<file path="config.mk">
export PLATFORM = sky130hd
export DESIGN_NAME = alu_sched
export DESIGN_NICKNAME = d
export VERILOG_FILES = /design/src/rtl/alu_sched.sv
export SDC_FILE = /design/constraint.sdc
export NUM_CORES = 1
export LEC_CHECK = 0
export ABC_AREA = 0
export BUFFER_PORTS_ARGS = -buffer_cell sky130_fd_sc_hd__buf_2
export CORE_UTILIZATION = 30
export CTS_CLUSTER_DIAMETER = 100
export DETAILED_ROUTE_END_ITERATION = 16
export HOLD_SLACK_MARGIN = 0.03
export SLEW_MARGIN = 25
export SYNTH_ARGS = -nofsm -noshare
export SYNTH_HDL_FRONTEND = slang
export SYNTH_SLANG_ARGS = --single-unit
</file>
<file path="constraint.sdc">
create_clock -name clk -period 4.8 [get_ports clk]
set_input_delay 0.24 -clock clk [delete_from_list [all_inputs] [get_ports clk]]
set_output_delay 0.24 -clock clk [all_outputs]
set_load 0.005 [all_outputs]
</file>
<file path="src/rtl/alu_sched.sv">
// rtl/alu_sched.sv - round-robin scheduler sharing one ADD/SUB ALU between NUM_REQ requesters
//
// Contents: alu_pkg (data width, opcodes), alu (combinational ADD/SUB), alu_sched (top).
// Optional feature macro: ALU_SCHED_OVF_EN adds the rsp_ovf port (signed overflow).
//
// alu_sched ports:
//   clk, rst_n            clock, synchronous active-low reset
//   req_valid/req_ready   per-requester request handshake (req_ready one-hot, IDLE only)
//   req_a/req_b/req_op    per-requester operands and opcode, requester i at slice i
//   rsp_valid/rsp_ready   response handshake
//   rsp_data/rsp_id       registered result and index of the issuing requester
//   rsp_ovf               signed overflow of the result (ALU_SCHED_OVF_EN only)
//   op_count              completed-operation counter, wraps at 16 bits

package alu_pkg;
  localparam int DATA_WIDTH = 32;
  typedef enum logic [1:0] {
    ALU_ADD = 2'd0,
    ALU_SUB = 2'd1
  } alu_opcode_t;
endpackage

// Shared datapath: modulo add/subtract, any other opcode yields zero.
module alu #(
  parameter int W = alu_pkg::DATA_WIDTH
) (
  input  logic [W-1:0]                           i_a,
  input  logic [W-1:0]                           i_b,
  input  logic [$bits(alu_pkg::alu_opcode_t)-1:0] i_op,
  output logic [W-1:0]                           o_result
);
  always_comb begin
    o_result = '0;
    case (i_op)
      alu_pkg::ALU_ADD: o_result = i_a + i_b;
      alu_pkg::ALU_SUB: o_result = i_a - i_b;
      default:          o_result = '0;
    endcase
  end
endmodule

module alu_sched #(
  parameter int NUM_REQ = 4,
  parameter int ID_W    = $clog2(NUM_REQ)
) (
  input  logic                                              clk,
  input  logic                                              rst_n,
  input  logic [NUM_REQ-1:0]                                req_valid,
  output logic [NUM_REQ-1:0]                                req_ready,
  input  logic [NUM_REQ*alu_pkg::DATA_WIDTH-1:0]            req_a,
  input  logic [NUM_REQ*alu_pkg::DATA_WIDTH-1:0]            req_b,
  input  logic [NUM_REQ*$bits(alu_pkg::alu_opcode_t)-1:0]   req_op,
  output logic                                              rsp_valid,
  input  logic                                              rsp_ready,
  output logic [alu_pkg::DATA_WIDTH-1:0]                    rsp_data,
  output logic [ID_W-1:0]                                   rsp_id,
`ifdef ALU_SCHED_OVF_EN
  output logic                                              rsp_ovf,
`endif
  output logic [15:0]                                       op_count
);
  localparam int DW   = alu_pkg::DATA_WIDTH;
  localparam int OP_W = $bits(alu_pkg::alu_opcode_t);

  typedef enum logic [1:0] {
    S_IDLE = 2'd0,
    S_EXEC = 2'd1,
    S_RESP = 2'd2
  } state_t;

  state_t          r_state;
  logic [ID_W-1:0] r_rr_ptr;
  logic [DW-1:0]   r_a;
  logic [DW-1:0]   r_b;
  logic [OP_W-1:0] r_op;
  logic [ID_W-1:0] r_id;
  logic            r_rsp_valid;
  logic [DW-1:0]   r_rsp_data;
  logic [ID_W-1:0] r_rsp_id;
  logic [15:0]     r_op_count;
`ifdef ALU_SCHED_OVF_EN
  logic            r_rsp_ovf;
  logic            w_ovf;
`endif

  logic [NUM_REQ-1:0] w_grant;
  logic [ID_W-1:0]    w_sel;
  logic               w_any;
  int                 w_idx;
  logic [DW-1:0]      w_alu_result;

  // Grant the first valid requester at or after rr_ptr, wrapping around.
  // Gated by rst_n so no handshake can be seen while reset is held.
  always_comb begin
    w_grant = '0;
    w_sel   = '0;
    w_any   = 1'b0;
    w_idx   = 0;
    if (rst_n && r_state == S_IDLE) begin
      for (int k = 0; k < NUM_REQ; k++) begin
        w_idx = (int'(r_rr_ptr) + k) % NUM_REQ;
        if (!w_any && req_valid[w_idx]) begin
          w_any          = 1'b1;
          w_sel          = ID_W'(w_idx);
          w_grant[w_idx] = 1'b1;
        end
      end
    end
  end

  assign req_ready = w_grant;

  // The ALU only ever sees the latched operands, never the request ports.
  alu #(.W(DW)) u_alu (
    .i_a      (r_a),
    .i_b      (r_b),
    .i_op     (r_op),
    .o_result (w_alu_result)
  );

`ifdef ALU_SCHED_OVF_EN
  // Signed overflow from sign bits: ADD overflows when like-signed operands
  // produce a differently signed result; SUB when unlike-signed operands
  // produce a result whose sign differs from a.
  always_comb begin
    w_ovf = 1'b0;
    case (r_op)
      alu_pkg::ALU_ADD: w_ovf = (r_a[DW-1] == r_b[DW-1]) && (w_alu_result[DW-1] != r_a[DW-1]);
      alu_pkg::ALU_SUB: w_ovf = (r_a[DW-1] != r_b[DW-1]) && (w_alu_result[DW-1] != r_a[DW-1]);
      default:          w_ovf = 1'b0;
    endcase
  end
`endif

  always_ff @(posedge clk) begin
    if (!rst_n) begin
      r_state     <= S_IDLE;
      r_rr_ptr    <= '0;
      r_a         <= '0;
      r_b         <= '0;
      r_op        <= '0;
      r_id        <= '0;
      r_rsp_valid <= 1'b0;
      r_rsp_data  <= '0;
      r_rsp_id    <= '0;
      r_op_count  <= '0;
`ifdef ALU_SCHED_OVF_EN
      r_rsp_ovf   <= 1'b0;
`endif
    end else begin
      case (r_state)
        S_IDLE: begin
          if (w_any) begin
            r_a      <= req_a[int'(w_sel)*DW +: DW];
            r_b      <= req_b[int'(w_sel)*DW +: DW];
            r_op     <= req_op[int'(w_sel)*OP_W +: OP_W];
            r_id     <= w_sel;
            r_rr_ptr <= (w_sel == ID_W'(NUM_REQ-1)) ? '0 : w_sel + ID_W'(1);
            r_state  <= S_EXEC;
          end
        end
        S_EXEC: begin
          r_rsp_data  <= w_alu_result;
          r_rsp_id    <= r_id;
`ifdef ALU_SCHED_OVF_EN
          r_rsp_ovf   <= w_ovf;
`endif
          r_rsp_valid <= 1'b1;
          r_state     <= S_RESP;
        end
        S_RESP: begin
          if (rsp_ready) begin
            r_rsp_valid <= 1'b0;
            r_op_count  <= r_op_count + 16'd1;
            r_state     <= S_IDLE;
          end
        end
        default: begin
          r_rsp_valid <= 1'b0;
          r_state     <= S_IDLE;
        end
      endcase
    end
  end

  assign rsp_valid = r_rsp_valid;
  assign rsp_data  = r_rsp_data;
  assign rsp_id    = r_rsp_id;
  assign op_count  = r_op_count;
`ifdef ALU_SCHED_OVF_EN
  assign rsp_ovf   = r_rsp_ovf;
`endif

endmodule

</file>
==> out/results.ini <==
[run_status]
outcome = finished, final reports clean

[clock_tree]
cts_setup_buffers = 0
cts_tree = done
ctsHoldBuffers = 0
insertion_delay_ns = 0.42
cts-resized-gates = 0
numClockSinks = 123
maximum_clock_path_buffer_count = 2
cts_buffers = 17
clk_transition_reported_paths_ns = 0.06
cts.htree.levels = 4
clk_root_buffer_cell = sky130_fd_sc_hd__clkbuf_16

[logic_synthesis]
synth-seq-cells = 123
synth.yosys.seq_area_share_pct = 28.64
synth_top_flop_cell = sky130_fd_sc_hd__dfxtp_1
post_synth_instance_area_sq_um = 8598
synthesized_area_per_cell_sq_um = 8.846
number_of_enable_type_register_cells_in_the_synthesized_netlist = 0
synth-async-reset-ratio_pct = 0
post_synthesis_cell_type_count = 70
synth_cells = 972
yosys_warnings = 0
synth_nets = 1286

[die]
die_x_microns = 171.3
core-area_sq_um = 28010
initial_utilization_pct = 30.70
die_area_sq_um = 29340
die_y_microns = 171.3
placement_rows = 61
ios = 326

[grt]
track_usage_pct = 18.56
global_route.overflow_total = 0
met3_usage_pct = 3.175
grt_start_max_net_pins = 67
antenna_violations_before_repair = 1
first_global_vias = 7785
groute.layer.met2.usage_pct = 29.27
wire_length_of_the_first_global_routing_pass_mm = 41.96
most_crowded_layer_after_global_routing = met2
grt.met1_usage_pct = 26.22

[cells_and_area]
drive_above_1_share_pct = 30.08
antenna-diode-count = 0
finalNetCount = 1581
finalInstanceArea_sq_um = 11060
area.growth.synth_to_final_pct = 28.68
final.fill_count = 2886

[sta]
period_needed_ns = 4.243
share_of_the_cycle_needed_by_the_critical_path_after_routing_pct = 88.39
clock.fmax_mhz = 235.7
rsz0062_at_grt = false
finalHoldViolCount = 0
tns_ns = 0
slew_headroom_pct = 49.00
whs_ns = 0.1193
clock_skews_ns = 0.01363
setup_violators_final = 0
tightest_slew_ns = 0.7641
maxSlewViolCount = 0

[detailed_routing]
detailedRoute.firstPassIterationCount = 4
wl_per_cell_microns = 16.90
route.vias.total = 8396
drt_iter0_drc = 466
drt-total-wl_mm = 28.03
detail-route-antenna-nets = 0
vias_per_cell = 5.064
drc = 0

[worst_hold_path]
hold_path.class = input pin to flip-flop

[worst_setup_path]
arrival_ns = 4.55
crit_path_top_delay_cell = sky130_fd_sc_hd__or3_1
crit_chain = nor3_1 -> and3b_1 -> nand2_1 -> or3_1 -> o41ai_1 -> xor2_1 -> ha_1 -> nand3_1 -> nor3_1 -> nand4_1 -> and3_1 -> o21ai_1 -> o21ai_0 -> xnor2_1 -> a22o_1
delay_of_the_slowest_cell_on_the_worst_path_ns = 0.43
setup.worst_path.start_class = flip-flop
end_kind = flip-flop
cell_with_the_most_instances_on_the_worst_path = sky130_fd_sc_hd__nor3_1
timing.setup.critical_path_class = flip-flop to flip-flop
critical_path.max_fanout = 7
cp_data_required_time_ns = 5.11

[placed_design]
dp.final_hpwl_mm = 22.60
postPlaceCellArea_sq_um = 10500
globalplace.congestion = 0.8890
io_buffers = 325

[power]
powerDensity_nw_per_um2 = 427.4
power.ir.vdd_worst_v = 0.0002374
static-leakage-power_nw = 4.934

[flow_run]
maxCapViolations = 0

-- worst paths after layout --
path / start / end / slack (ns) / cells after the start
worst max-delay path: r_b[2]$_SDFFE_PN0P_ / rsp_data[31]$_SDFFE_PN0P_ / 0.56 / 15
worst min-delay path: rsp_ready / r_state[1]$_SDFFE_PN0P_ / 0.12 / 4
worst max register to register: r_b[2]$_SDFFE_PN0P_ / rsp_data[31]$_SDFFE_PN0P_ / 0.56 / 15
worst min register to register: r_id[1]$_SDFFE_PN0P_ / r_id[1]$_SDFFE_PN0P_ / 0.46 / 2
-- metrics by stage --
stage	std cells	setup WS, ns	utilization, %	total power [mW]
2_1_floorplan	972	1.015	-	2.845
3_3_place_gp	1626	0.7422	37.46	3.482
3_5_place_dp	1626	0.6477	37.49	3.499
4_1_cts	1658	0.6335	39.50	4.755
5_1_grt	1658	0.2281	39.50	5.053
6_report	1658	0.5575	39.50	4.729
-- cell usage after synthesis, types with 14 or more instances --
library cell / instances / area (sq um)
sky130_fd_sc_hd__a21o_1: 23 / 172.7
sky130_fd_sc_hd__a21oi_1: 48 / 240.2
sky130_fd_sc_hd__a22o_1: 16 / 140.1
sky130_fd_sc_hd__and2_1: 20 / 125.1
sky130_fd_sc_hd__clkbuf_1: 45 / 168.9
sky130_fd_sc_hd__dfxtp_1: 123 / 2462
sky130_fd_sc_hd__ha_1: 42 / 525.5
sky130_fd_sc_hd__inv_1: 14 / 52.55
sky130_fd_sc_hd__mux2i_1: 135 / 1351
sky130_fd_sc_hd__nand2_1: 106 / 397.9
sky130_fd_sc_hd__nor2_1: 42 / 157.7
sky130_fd_sc_hd__nor2b_1: 22 / 137.6
sky130_fd_sc_hd__o21ai_0: 20 / 100.1
sky130_fd_sc_hd__o21ai_1: 15 / 75.07
sky130_fd_sc_hd__o221ai_1: 67 / 586.8
sky130_fd_sc_hd__xnor2_1: 40 / 350.3
sky130_fd_sc_hd__xor2_1: 26 / 227.7
-- kinds of logic after synthesis --
family,share of synthesized area (%)
fa+ha+maj,6.345
mux,16.31
simple gates,15.06
flops,28.64
xor+xnor,6.723
buf+inv,4.729
compound gates,22.19
-- registers in the layout, summed over array words and instances, names as in the netlist --
| signal | cells |
|---|---|
| rsp_id | 2 |
| r_b | 32 |
| r_id | 2 |
| rsp_data | 32 |
| op_count | 16 |
| rsp_valid | 1 |
| r_rr_ptr | 2 |
| r_op | 2 |
| r_a | 32 |
| r_state | 2 |
-- layout make-up --
class | count | area, sq um | area share (%)
multi-input cells | 771 | 5752 | 51.98
well taps | 378 | 473.0 | 4.275
inverters | 15 | 56.30 | 0.5089
flip-flops and latches | 123 | 2462 | 22.25
clock inverters | 15 | 138.9 | 1.255
repair buffers | 339 | 1757 | 15.88
clock buffers | 17 | 425.4 | 3.845
-- power by group --
| group | switching [mW] | total [mW] | internal (mW) |
|---|---|---|---|
| clock network | 0.517 | 1.24 | 0.722 |
| registers | 0.166 | 1.36 | 1.19 |
| logic | 1.21 | 2.13 | 0.924 |
| total | 1.89 | 4.73 | 2.84 |
-- cell usage in the layout (no fill, tap or decap), types with 3 or more instances in the layout --
| cell type | Yosys | layout |
|---|---|---|
| sky130_fd_sc_hd__nor3_1 | 12 | 12 |
| sky130_fd_sc_hd__buf_4 | 4 | 12 |
| sky130_fd_sc_hd__inv_6 | 0 | 6 |
| sky130_fd_sc_hd__o211a_1 | 3 | 3 |
| sky130_fd_sc_hd__dfxtp_1 | 123 | 123 |
| sky130_fd_sc_hd__clkbuf_16 | 0 | 17 |
| sky130_fd_sc_hd__clkinv_2 | 0 | 4 |
| sky130_fd_sc_hd__a22o_1 | 16 | 16 |
| sky130_fd_sc_hd__a221oi_1 | 5 | 5 |
| sky130_fd_sc_hd__o21a_1 | 11 | 11 |
| sky130_fd_sc_hd__nor3b_1 | 4 | 3 |
| sky130_fd_sc_hd__xnor2_1 | 40 | 40 |
| sky130_fd_sc_hd__or3_1 | 6 | 6 |
| sky130_fd_sc_hd__and2_1 | 20 | 19 |
| sky130_fd_sc_hd__a22oi_1 | 9 | 9 |
| sky130_fd_sc_hd__and3_1 | 10 | 10 |
| sky130_fd_sc_hd__a21oi_1 | 48 | 48 |
| sky130_fd_sc_hd__nand2_1 | 106 | 105 |
| sky130_fd_sc_hd__o21ai_0 | 20 | 20 |
| sky130_fd_sc_hd__buf_2 | 0 | 325 |
| sky130_fd_sc_hd__inv_1 | 14 | 14 |
| sky130_fd_sc_hd__nand2b_1 | 11 | 11 |
| sky130_fd_sc_hd__ha_1 | 42 | 42 |
| sky130_fd_sc_hd__a21boi_0 | 3 | 3 |
| sky130_fd_sc_hd__a32o_1 | 3 | 3 |
| sky130_fd_sc_hd__o21ai_1 | 15 | 15 |
| sky130_fd_sc_hd__nand4_1 | 6 | 6 |
| sky130_fd_sc_hd__nor4_1 | 8 | 8 |
| sky130_fd_sc_hd__nor2b_1 | 22 | 22 |
| sky130_fd_sc_hd__mux2i_1 | 135 | 135 |
| sky130_fd_sc_hd__o41ai_1 | 5 | 5 |
| sky130_fd_sc_hd__a31oi_1 | 3 | 3 |
| sky130_fd_sc_hd__xor2_1 | 26 | 26 |
| sky130_fd_sc_hd__o31ai_1 | 6 | 6 |
| sky130_fd_sc_hd__nand3_1 | 8 | 8 |
| sky130_fd_sc_hd__nor2_1 | 42 | 42 |
| sky130_fd_sc_hd__o221ai_1 | 67 | 67 |
| sky130_fd_sc_hd__a21o_1 | 23 | 23 |
-- metal layers --
layer	vias to the layer above	wire length, microns
met5	-	12
met4	2	221
met3	11	1169
met2	239	12880
met1	3931	13740
li1	4213	-
-- critical path, delay by kind of cell (launching register included) --
| kind | cells | cell delay (ns) |
|---|---|---|
| AND/OR/NAND/NOR | 8 | 2.11 |
| AO/OA/AOI/OAI | 4 | 0.94 |
| adder cells (fa/ha/maj) | 1 | 0.43 |
| flip-flops | 1 | 0.36 |
| XOR/XNOR | 2 | 0.28 |
Note: power is estimated with default switching activity, not from simulation.
